File: src/rtl/high_score_ram_controller_pkg.sv
// Shared types and constants for the high-score RAM controller.
package high_score_ram_controller_pkg;

    localparam int unsigned DEF_NUM_USERS = 6;
    localparam int unsigned SCORE_W       = 8;
    localparam int unsigned USER_W        = 3;
    localparam int unsigned CNT_W         = 2;
    localparam int unsigned SLOTS         = 1 << USER_W;

    localparam logic [SCORE_W-1:0] BLANK_SCORE = 8'h00;

    typedef enum logic [1:0] {
        S_LOAD_REQ  = 2'd0,
        S_LOAD_WAIT = 2'd1,
        S_IDLE      = 2'd2,
        S_CLEAR     = 2'd3
    } state_t;

    // One game-end report: which player, what final score.
    typedef struct packed {
        logic [USER_W-1:0]  user;
        logic [SCORE_W-1:0] score;
    } game_req_t;

    // Unsigned compare; ordering of 2-digit BCD matches plain binary ordering.
    function automatic logic score_gt(input logic [SCORE_W-1:0] a,
                                      input logic [SCORE_W-1:0] b);
        return a > b;
    endfunction

endpackage

File: src/rtl/high_score_ram_controller_if.sv
// Game-side command inputs plus the single-port score RAM bus.
interface high_score_ram_controller_if;
    import high_score_ram_controller_pkg::*;

    logic               gameOver;
    logic [USER_W-1:0]  userID;
    logic [SCORE_W-1:0] currentGameScore;
    logic               clearScores;
    logic [SCORE_W-1:0] ram_q;
    logic [USER_W-1:0]  ram_addr;
    logic [SCORE_W-1:0] ram_data;
    logic               ram_wren;

    // Game logic and RAM side.
    modport master (
        output gameOver, userID, currentGameScore, clearScores, ram_q,
        input  ram_addr, ram_data, ram_wren
    );

    // Controller side.
    modport slave (
        input  gameOver, userID, currentGameScore, clearScores, ram_q,
        output ram_addr, ram_data, ram_wren
    );

endinterface

File: src/rtl/high_score_ram_controller.sv
// Loads per-user high scores from RAM into shadow registers, writes back new
// high scores at game end, and supports a clear-all command.
module high_score_ram_controller
    import high_score_ram_controller_pkg::*;
#(
    parameter int unsigned RD_LATENCY = 2,
    parameter int unsigned NUM_USERS  = DEF_NUM_USERS
) (
    input  logic                       clk,
    input  logic                       rst,
    high_score_ram_controller_if.slave bus,
    output logic [SCORE_W-1:0]         scoreUserAddr0,
    output logic [SCORE_W-1:0]         scoreUserAddr1,
    output logic [SCORE_W-1:0]         scoreUserAddr2,
    output logic [SCORE_W-1:0]         scoreUserAddr3,
    output logic [SCORE_W-1:0]         scoreUserAddr4,
    output logic [SCORE_W-1:0]         scoreUserAddr5,
    output logic                       busy,
    output logic                       newHighScore
);

    localparam logic [USER_W-1:0] LAST_IDX = USER_W'(NUM_USERS - 1);

    state_t             state_q, state_d;
    logic [USER_W-1:0]  idx_q, idx_d;
    logic [CNT_W-1:0]   cnt_q, cnt_d;
    game_req_t          pend_q, pend_d;
    logic               pend_vld_q, pend_vld_d;
    logic [USER_W-1:0]  addr_q, addr_d;
    logic [SCORE_W-1:0] data_q, data_d;
    logic               wren_q, wren_d;
    logic               nhs_d;
    logic               busy_d;
    logic [SCORE_W-1:0] shadow_q [SLOTS];
    logic [SCORE_W-1:0] shadow_d [SLOTS];

    game_req_t          req;
    logic               req_vld;
    game_req_t          live_req;

    assign live_req = '{user: bus.userID, score: bus.currentGameScore};

    // Next state, next registered outputs and next shadow contents.
    always_comb begin
        state_d    = state_q;
        idx_d      = idx_q;
        cnt_d      = cnt_q;
        pend_d     = pend_q;
        pend_vld_d = pend_vld_q;
        addr_d     = addr_q;
        data_d     = data_q;
        wren_d     = 1'b0;
        nhs_d      = 1'b0;
        shadow_d   = shadow_q;
        req        = '0;
        req_vld    = 1'b0;

        case (state_q)
            S_LOAD_REQ: begin
                state_d = S_LOAD_WAIT;
                cnt_d   = CNT_W'(RD_LATENCY);
            end
            S_LOAD_WAIT: begin
                cnt_d = cnt_q - CNT_W'(1);
                if (cnt_q == CNT_W'(1)) begin
                    shadow_d[idx_q] = bus.ram_q;
                    if (idx_q == LAST_IDX) begin
                        state_d = S_IDLE;
                    end else begin
                        idx_d   = idx_q + USER_W'(1);
                        addr_d  = idx_d;
                        state_d = S_LOAD_REQ;
                    end
                end
            end
            S_IDLE: begin
                if (bus.clearScores) begin
                    state_d = S_CLEAR;
                    idx_d   = '0;
                end else begin
                    // A live report is newer than anything pending, so it wins.
                    if (bus.gameOver) begin
                        req_vld    = 1'b1;
                        req        = live_req;
                        pend_vld_d = 1'b0;
                    end else if (pend_vld_q) begin
                        req_vld    = 1'b1;
                        req        = pend_q;
                        pend_vld_d = 1'b0;
                    end
                    if (req_vld && (32'(req.user) < NUM_USERS) &&
                        score_gt(req.score, shadow_q[req.user])) begin
                        wren_d                = 1'b1;
                        nhs_d                 = 1'b1;
                        addr_d                = req.user;
                        data_d                = req.score;
                        shadow_d[req.user]    = req.score;
                    end
                end
            end
            S_CLEAR: begin
                if (idx_q == LAST_IDX) begin
                    state_d = S_IDLE;
                end else begin
                    idx_d = idx_q + USER_W'(1);
                end
            end
            default: begin
                state_d = S_LOAD_REQ;
                idx_d   = '0;
                addr_d  = '0;
            end
        endcase

        // Clear abandons an in-progress load immediately.
        if (((state_q == S_LOAD_REQ) || (state_q == S_LOAD_WAIT)) && bus.clearScores) begin
            state_d = S_CLEAR;
            idx_d   = '0;
        end

        // Game ends seen while busy are held one-deep, last one wins.
        if ((state_q != S_IDLE) && bus.gameOver) begin
            pend_vld_d = 1'b1;
            pend_d     = live_req;
        end

        // Clear writes are aligned with the clear state they belong to.
        if (state_d == S_CLEAR) begin
            wren_d          = 1'b1;
            addr_d          = idx_d;
            data_d          = BLANK_SCORE;
            shadow_d[idx_d] = BLANK_SCORE;
        end

        busy_d = (state_d != S_IDLE);
    end

    // State, shadow and output registers.
    always_ff @(posedge clk or negedge rst) begin
        if (!rst) begin
            state_q      <= S_LOAD_REQ;
            idx_q        <= '0;
            cnt_q        <= '0;
            pend_q       <= '0;
            pend_vld_q   <= 1'b0;
            addr_q       <= '0;
            data_q       <= BLANK_SCORE;
            wren_q       <= 1'b0;
            newHighScore <= 1'b0;
            busy         <= 1'b1;
            for (int i = 0; i < int'(SLOTS); i++) begin
                shadow_q[i] <= BLANK_SCORE;
            end
        end else begin
            state_q      <= state_d;
            idx_q        <= idx_d;
            cnt_q        <= cnt_d;
            pend_q       <= pend_d;
            pend_vld_q   <= pend_vld_d;
            addr_q       <= addr_d;
            data_q       <= data_d;
            wren_q       <= wren_d;
            newHighScore <= nhs_d;
            busy         <= busy_d;
            shadow_q     <= shadow_d;
        end
    end

    assign bus.ram_addr = addr_q;
    assign bus.ram_data = data_q;
    assign bus.ram_wren = wren_q;

    assign scoreUserAddr0 = shadow_q[0];
    assign scoreUserAddr1 = shadow_q[1];
    assign scoreUserAddr2 = shadow_q[2];
    assign scoreUserAddr3 = shadow_q[3];
    assign scoreUserAddr4 = shadow_q[4];
    assign scoreUserAddr5 = shadow_q[5];

endmodule

File: src/flat_wrapper.sv
// flat-port wrapper written by rule: the top's interface ports become plain ports
module high_score_ram_controller_flat import high_score_ram_controller_pkg::*;
#(
    parameter int unsigned RD_LATENCY = 2,
    parameter int unsigned NUM_USERS  = DEF_NUM_USERS
)
  (clk, rst, scoreUserAddr0, scoreUserAddr1, scoreUserAddr2, scoreUserAddr3, scoreUserAddr4, scoreUserAddr5, busy, newHighScore, bus_gameOver, bus_userID, bus_currentGameScore, bus_clearScores, bus_ram_q, bus_ram_addr, bus_ram_data, bus_ram_wren);
  high_score_ram_controller_if bus_i ();
  input  logic clk;
  input  logic rst;
  output logic [SCORE_W-1:0] scoreUserAddr0;
  output logic [SCORE_W-1:0] scoreUserAddr1;
  output logic [SCORE_W-1:0] scoreUserAddr2;
  output logic [SCORE_W-1:0] scoreUserAddr3;
  output logic [SCORE_W-1:0] scoreUserAddr4;
  output logic [SCORE_W-1:0] scoreUserAddr5;
  output logic busy;
  output logic newHighScore;
  input wire logic [$bits(bus_i.gameOver)-1:0] bus_gameOver;
  input wire logic [$bits(bus_i.userID)-1:0] bus_userID;
  input wire logic [$bits(bus_i.currentGameScore)-1:0] bus_currentGameScore;
  input wire logic [$bits(bus_i.clearScores)-1:0] bus_clearScores;
  input wire logic [$bits(bus_i.ram_q)-1:0] bus_ram_q;
  output wire logic [$bits(bus_i.ram_addr)-1:0] bus_ram_addr;
  output wire logic [$bits(bus_i.ram_data)-1:0] bus_ram_data;
  output wire logic [$bits(bus_i.ram_wren)-1:0] bus_ram_wren;
  assign bus_i.gameOver = bus_gameOver;
  assign bus_i.userID = bus_userID;
  assign bus_i.currentGameScore = bus_currentGameScore;
  assign bus_i.clearScores = bus_clearScores;
  assign bus_i.ram_q = bus_ram_q;
  assign bus_ram_addr = bus_i.ram_addr;
  assign bus_ram_data = bus_i.ram_data;
  assign bus_ram_wren = bus_i.ram_wren;
  high_score_ram_controller #(.RD_LATENCY(RD_LATENCY), .NUM_USERS(NUM_USERS)) u_core (.clk(clk), .rst(rst), .bus(bus_i), .scoreUserAddr0(scoreUserAddr0), .scoreUserAddr1(scoreUserAddr1), .scoreUserAddr2(scoreUserAddr2), .scoreUserAddr3(scoreUserAddr3), .scoreUserAddr4(scoreUserAddr4), .scoreUserAddr5(scoreUserAddr5), .busy(busy), .newHighScore(newHighScore));
endmodule
File: config.mk
export PLATFORM = sky130hd
export DESIGN_NAME = high_score_ram_controller_flat
export DESIGN_NICKNAME = d
export VERILOG_FILES = /design/src/rtl/high_score_ram_controller_pkg.sv /design/src/rtl/high_score_ram_controller_if.sv /design/src/rtl/high_score_ram_controller.sv /design/src/flat_wrapper.sv
export SDC_FILE = /design/constraint.sdc
export NUM_CORES = 1
export LEC_CHECK = 0
export ABC_AREA = 1
export CORE_ASPECT_RATIO = 1.5
export CORE_MARGIN = 4
export CORE_UTILIZATION = 33
export DETAILED_ROUTE_END_ITERATION = 10
export DONT_BUFFER_PORTS = 1
export GPL_TIMING_DRIVEN = 0
export PLACE_DENSITY = 0.58
export SLEW_MARGIN = 20
export SYNTH_ARGS = -nofsm -noshare
export SYNTH_HDL_FRONTEND = slang
export SYNTH_SLANG_ARGS = --single-unit
File: constraint.sdc
create_clock -name clk -period 4.1 [get_ports clk]
set_clock_uncertainty 0.1 [all_clocks]
set_input_delay 0.615 -clock clk [delete_from_list [all_inputs] [get_ports clk]]
set_output_delay 0.615 -clock clk [all_outputs]
set_load 0.005 [all_outputs]
== Yosys cells after proc, flatten, opt, wreduce, memory -nomap -nowiden ==
Cells that the tools add are included.
W data, S select, Z words.
Word-level totals
  bits in registers: 97
  input bits: 23
  output and inout port bits: 62
  logic and storage cells: 118
Operators by class
  add/subtract/negate cells: 2
  $lt $le $gt $ge: 8
  eq/ne operators: 14
  multiplexer cells: 53
  bitwise logic cells: 5
  reduce and logical (&&, ||, !) cells: 17
Operators with widths (count)
  $mux W64: 4
  $bwmux W64: 2
  $pmux W64 S2: 1
  $demux W8 S3: 3
  $mux W8: 9
  $and A64 B64 Y64: 1
  $not A64 Y64: 1
  $mux W11: 4
  $mux W3: 9
  $bmux W8 S3: 1
  $ge A4 B4 Y1 const B: 3
  $lt A4 B1 Y1 const B: 3
  $not A3 Y4: 3
  $mux W1: 11
  $mux W2: 5
  $pmux W3 S3: 1
  $gt A8 B8 Y1: 1
  $pmux W2 S4: 1
  $reduce_bool A2 Y1: 4
  $logic_and A1 B1 Y1: 7
  $eq A2 B2 Y1 const B: 3
  $ne A3 B2 Y1 const B: 2
  $pmux W3 S2: 1
  $reduce_and A5 Y1: 1
  15 further kinds: 18

== Longest topological paths before layout ==
  depth after elaboration: 15
  mapped depth: 28
  gate-level depth less buffers: 26

== Least setup slack after synthesis ==
OpenSTA, ideal clock, no wires.
  kind: input-to-reg
  from: in bus_userID[2]
  to: reg u_core.shadow_q (netlist bit u_core.scoreUserAddr0[1])
  setup time: 0.121 ns
  arrival: 2.909 ns
  data required time: 3.879 ns
  path slack: 0.970 ns
  cell stages on the path: 21
  path buffers: 3
  cell sequence: nand2_1 > nand2_4 > inv_2 > nor2_1 > nand2_1 > clkbuf_1 > o22ai_1 > nor2_1 > o211ai_1 > ha_1 > nand2_1 > nor2_1 > and2_1 > nor2_4 > nand3_4 > buf_6 > buf_4 > nor2_1 > nor2_1 > nand2_1 > a21oi_1
RTL lines
  start, declared: line flat_wrapper.sv:20  | input wire logic [$bits(bus_i.userID)-1:0] bus_userID;
  end signal, assigned: line high_score_ram_controller.sv:165  | shadow_q <= shadow_d;
  end, declared: line high_score_ram_controller.sv:34  | logic [SCORE_W-1:0] shadow_q [SLOTS];

==> impl_summary.log <==
[metrics] result of the run: complete, no violations
[metrics] ranking of synthesized cells by area: sky130_fd_sc_hd__dfrtp_1, sky130_fd_sc_hd__nand2_1, sky130_fd_sc_hd__o21ai_0
[metrics] Min-Delay Path Class: in -> async
[metrics] global-route wire length before repair: 44000 um
[metrics] Static Leakage: 0.00410 uW
[metrics] unrepaired setup endpoints after global routing: no
[metrics] largest fanout on the critical path: 10
[metrics] worst-path cell with the longest stage delay: sky130_fd_sc_hd__dfrtp_1
[metrics] die width: 133 um
[metrics] multiplexer area fraction after synthesis: 1.47%
[metrics] Synthesized Nets: 1242
[metrics] transition time at the pin with the least slew margin: 1.18 ns
[metrics] post-synthesis cell count: 1203
[metrics] asr flop ratio synth: 100%
[metrics] area occupied by registers: 2430 um2
[metrics] buffer count from post-CTS setup fixing: 0
[metrics] kind of start point of the critical path: flop
[metrics] synthesized-area fraction occupied by and/or/nand/nor cells: 26.4%
[metrics] Port Buf Inserts: 0
[metrics] Max Freq: 265 MHz
[metrics] number of enable-type register cells in the synthesized netlist: 0
[metrics] effective utilization at floorplan: 33.4%
[metrics] Main synth FF type: sky130_fd_sc_hd__dfrtp_1
[metrics] mean instance size in the synthesized netlist: 6.38 um2
[metrics] sequential element share of the synthesized area: 31.6%
[metrics] number of distinct library cell variants in the gate-level netlist after synthesis: 38
[metrics] vias after detailed routing: 7976
[metrics] cts bufs inserted: 9
[metrics] Clk Latency, worst-skew pair: 0.37 ns
[metrics] die footprint: 25800 um2
[metrics] Req. time, crit path: 4.27 ns
[metrics] initial antenna violation count: 0
[metrics] share of the synthesized area in the top cell type: 31.3%
[metrics] NetSw: 4130 uW
[metrics] remaining global-route overflow: 0
[metrics] final routed wirelength across all metal layers: 28300 um
[metrics] number of optimization iterations in the first detailed-route pass: 5
[metrics] synthesized-area fraction occupied by adder cells: 2.61%
[metrics] post-place setup slack: -0.0461 ns
[metrics] number of instances in the placed design: 1490
[metrics] Final min period: 3.77 ns
[metrics] number of buffers and inverters on the critical path: 4
[metrics] maximum ir drop on the vdd rail: 0.000330 V
[metrics] Die Ht: 195 um
[metrics] yosys warns: 0
[metrics] cell area after technology mapping: 7680 um2
[metrics] clock transition at the registers of the reported paths: 0.08 ns
[metrics] Post-DP HPWL: 21000 um
[metrics] CTS tree: yes
[metrics] number of global-route vias before repair: 7452
[metrics] Top Family by Delay on Critical Path: simple AND/OR/NAND/NOR gates
[metrics] arrival time at the worst endpoint: 3.94 ns
[metrics] relative area change from synthesis to final layout: 9.32%
[metrics] number of routed nets with antenna violations: 0
[metrics] maximum clock path buffer count: 2
[metrics] post-DR vias/cell: 5.29
[metrics] antenna cells: 0
[metrics] non-filler cells, final: 1508
[metrics] Final Hold Vio Count: 0
[metrics] placer's final routability congestion estimate: 0.953
[metrics] power density over cell area: 930 nW/um2
[metrics] number of storage elements in the synthesis netlist: 97
[metrics] slew margin rel.: 21.4%
[metrics] cell chain of the critical path: nand2_1 -> nand2_1 -> nand2_2 -> inv_2 -> nand2_1 -> clkbuf_1 -> o22ai_1 -> nor2_1 -> o211ai_1 -> ha_1 -> nand2_1 -> nor2_1 -> and2_1 -> nor2_4 -> nand3_4 -> buf_6 -> buf_4 -> nor2_1 -> nor2_1 -> nand2_1 -> a21oi_1
[metrics] number of top-level pins: 85
[metrics] Filler Cells Inserted: 2553
[metrics] number of endpoints failing setup at the final stage: 0
[metrics] synthesized-area fraction occupied by xor and xnor cells: 0.114%
[metrics] Sw Ratio: 52.9%
[metrics] classification of the worst setup path: reg -> reg
[metrics] final critical-path setup slack: 0.329 ns
[metrics] cell occurring most often along the worst timing path: sky130_fd_sc_hd__nand2_1
[metrics] pin count of the biggest net entering global routing: 97
[metrics] final worst-path cycle share: 92.0%
[metrics] post-detailed-route wirelength per cell: 18.8 um
[metrics] dominant combinational cell family by area after synthesis: simple AND/OR/NAND/NOR gates
[metrics] H-tree depth reported by CTS: 3
[metrics] Multi-input gate area: 4090 um2
[metrics] drt drc: 0
[metrics] combinational power share: 64.5%
[metrics] Clock Sink Count: 97
[metrics] proportion of power drawn by flip-flops and latches: 24.3%
[metrics] max_cap viols: 0
[metrics] Final Util: 36.5%
[metrics] fraction of the mapped netlist area in compound gates: 22.7%
[metrics] cell at the root of the clock tree: sky130_fd_sc_hd__clkbuf_16
[metrics] most common library cell in the layout ignoring fill and taps: sky130_fd_sc_hd__nand2_1
[metrics] Clock Power Share: 11.2%
[metrics] area leader, netlist: sky130_fd_sc_hd__dfrtp_1
[metrics] most used cells in the layout excluding fill and tap cells: sky130_fd_sc_hd__nand2_1, sky130_fd_sc_hd__nor2_1, sky130_fd_sc_hd__o21ai_0
[metrics] delay of the slowest cell on the worst path: 0.44 ns
[metrics] Worst setup EP type: flop
[metrics] total number of nets in the final design: 1262
[metrics] initial DRC count: 549
[metrics] FP Rows: 68
[metrics] total routing resource utilization after global routing: 21.7%
[metrics] number of pins exceeding their max-slew limit in the final report: 0
[metrics] Int Pwr: 3680 uW
[metrics] proportion of layout cells with a drive suffix above 1: 10.7%
[metrics] core region area: 23000 um2
flip-flops by register name, indices dropped and copies added (netlist names):
signal	flops
u_core.bus.ram_addr	3
u_core.bus.ram_data	8
u_core.bus.ram_wren	1
u_core.busy	1
u_core.cnt_q	2
u_core.idx_q	3
u_core.newHighScore	1
u_core.pend_q	11
u_core.pend_vld_q	1
u_core.scoreUserAddr0	8
u_core.scoreUserAddr1	8
u_core.scoreUserAddr2	8
u_core.scoreUserAddr3	8
u_core.scoreUserAddr4	8
u_core.scoreUserAddr5	8
u_core.shadow_q	16
u_core.state_q	2
stage by stage:
step           instance area, um2  TNS, ns  total power [uW]  hold WS [ns]
2_1_floorplan                7680        0              5490         0.219
3_3_place_gp                 8030  -0.0481              6790         0.224
3_5_place_dp                 8070  -0.0480              6870         0.225
4_1_cts                      8390        0              7780         0.105
5_1_grt                      8400        0              8560         0.109
6_report                     8400        0              7800        0.0607
layout make-up:
type	instances	area share, %
tap	280	4.17
timing repair buffer	9	0.924
sequential	97	28.9
clock inverter	7	0.715
buffer	103	7.47
multi-input combinational	861	48.8
inverter	142	6.35
clock buffer	9	2.68
cell usage after synthesis (2+ instances only):
master / n
sky130_fd_sc_hd__mux2_2: 10
sky130_fd_sc_hd__clkinv_1: 3
sky130_fd_sc_hd__buf_2: 10
sky130_fd_sc_hd__inv_2: 7
sky130_fd_sc_hd__nand2_2: 8
sky130_fd_sc_hd__nor2_2: 3
sky130_fd_sc_hd__nand3_2: 3
sky130_fd_sc_hd__o21ai_0: 164
sky130_fd_sc_hd__a21oi_1: 94
sky130_fd_sc_hd__ha_1: 16
sky130_fd_sc_hd__inv_1: 132
sky130_fd_sc_hd__a22oi_1: 11
sky130_fd_sc_hd__o22ai_1: 15
sky130_fd_sc_hd__o211ai_1: 4
sky130_fd_sc_hd__nand4_1: 2
sky130_fd_sc_hd__dfrtp_1: 96
sky130_fd_sc_hd__o21ai_1: 19
sky130_fd_sc_hd__nand2_1: 270
sky130_fd_sc_hd__buf_4: 56
sky130_fd_sc_hd__a211oi_1: 16
sky130_fd_sc_hd__clkbuf_1: 34
sky130_fd_sc_hd__nand3_1: 18
sky130_fd_sc_hd__nor2_1: 196
sky130_fd_sc_hd__buf_6: 2
what timing repair did:
action / CTS / global route
gates resized for setup: 0 / 4
endpoints found under the hold margin: 96 / 0
endpoints found under the setup margin: 0 / 3
hold buffers: 2 / 0
cell families after synthesis:
group,after synthesis
AOI/OAI and AO/OA,327
xor gates and xnor gates,1
adders and majority gates,16
buffers and inverters,245
DFF,97
muxes,10
and+or+nand+nor,507
worst paths after layout:
kind / start / end / slack [ns] / cells past startpoint
min in group clk: bus_userID[1] / u_core.pend_q[9] / 0.29 / 1
worst max-delay path: u_core.pend_vld_q / u_core.scoreUserAddr1[2] / 0.33 / 21
worst max register to register: u_core.pend_vld_q / u_core.scoreUserAddr1[2] / 0.33 / 21
worst min-delay path: rst / u_core.scoreUserAddr2[1] / 0.06 / 1
worst min register to register: u_core.cnt_q[0] / u_core.cnt_q[0] / 0.39 / 1
max in group asynchronous: rst / u_core.busy / 3.20 / 1
layer usage:
layer | vias to the layer above | track usage, % | share of wire (%)
li1 | 3878 | - | -
met1 | 3736 | 27.1 | 40
met2 | 302 | 37.4 | 50
met3 | 60 | 2.74 | 5.7
met4 | 0 | 9.67 | 4.2
met5 | - | 0 | 0
power by group through the flow:
stage / registers (uW) / logic, uW / clock network, uW
after floorplan: 1730 / 3760 / 0
after global placement: 1900 / 4890 / 0
after detailed placement: 1900 / 4970 / 0
after CTS: 1890 / 5010 / 883
after global routing: 1960 / 5680 / 922
final: 1900 / 5030 / 874
worst reg2reg max path, stage by stage (launching register included):
cell	delay, ns
sky130_fd_sc_hd__dfrtp_1	0.44
sky130_fd_sc_hd__nand2_1	0.08
sky130_fd_sc_hd__nand2_1	0.05
sky130_fd_sc_hd__nand2_2	0.16
sky130_fd_sc_hd__inv_2	0.11
sky130_fd_sc_hd__nand2_1	0.15
sky130_fd_sc_hd__clkbuf_1	0.38
sky130_fd_sc_hd__o22ai_1	0.18
sky130_fd_sc_hd__nor2_1	0.16
sky130_fd_sc_hd__o211ai_1	0.12
sky130_fd_sc_hd__ha_1	0.32
sky130_fd_sc_hd__nand2_1	0.08
sky130_fd_sc_hd__nor2_1	0.17
sky130_fd_sc_hd__and2_1	0.22
sky130_fd_sc_hd__nor2_4	0.07
sky130_fd_sc_hd__nand3_4	0.12
sky130_fd_sc_hd__buf_6	0.19
sky130_fd_sc_hd__buf_4	0.19
sky130_fd_sc_hd__nor2_1	0.05
sky130_fd_sc_hd__nor2_1	0.08
sky130_fd_sc_hd__nand2_1	0.05
sky130_fd_sc_hd__a21oi_1	0.21
No activity file was read; power rests on OpenSTA's default activity.
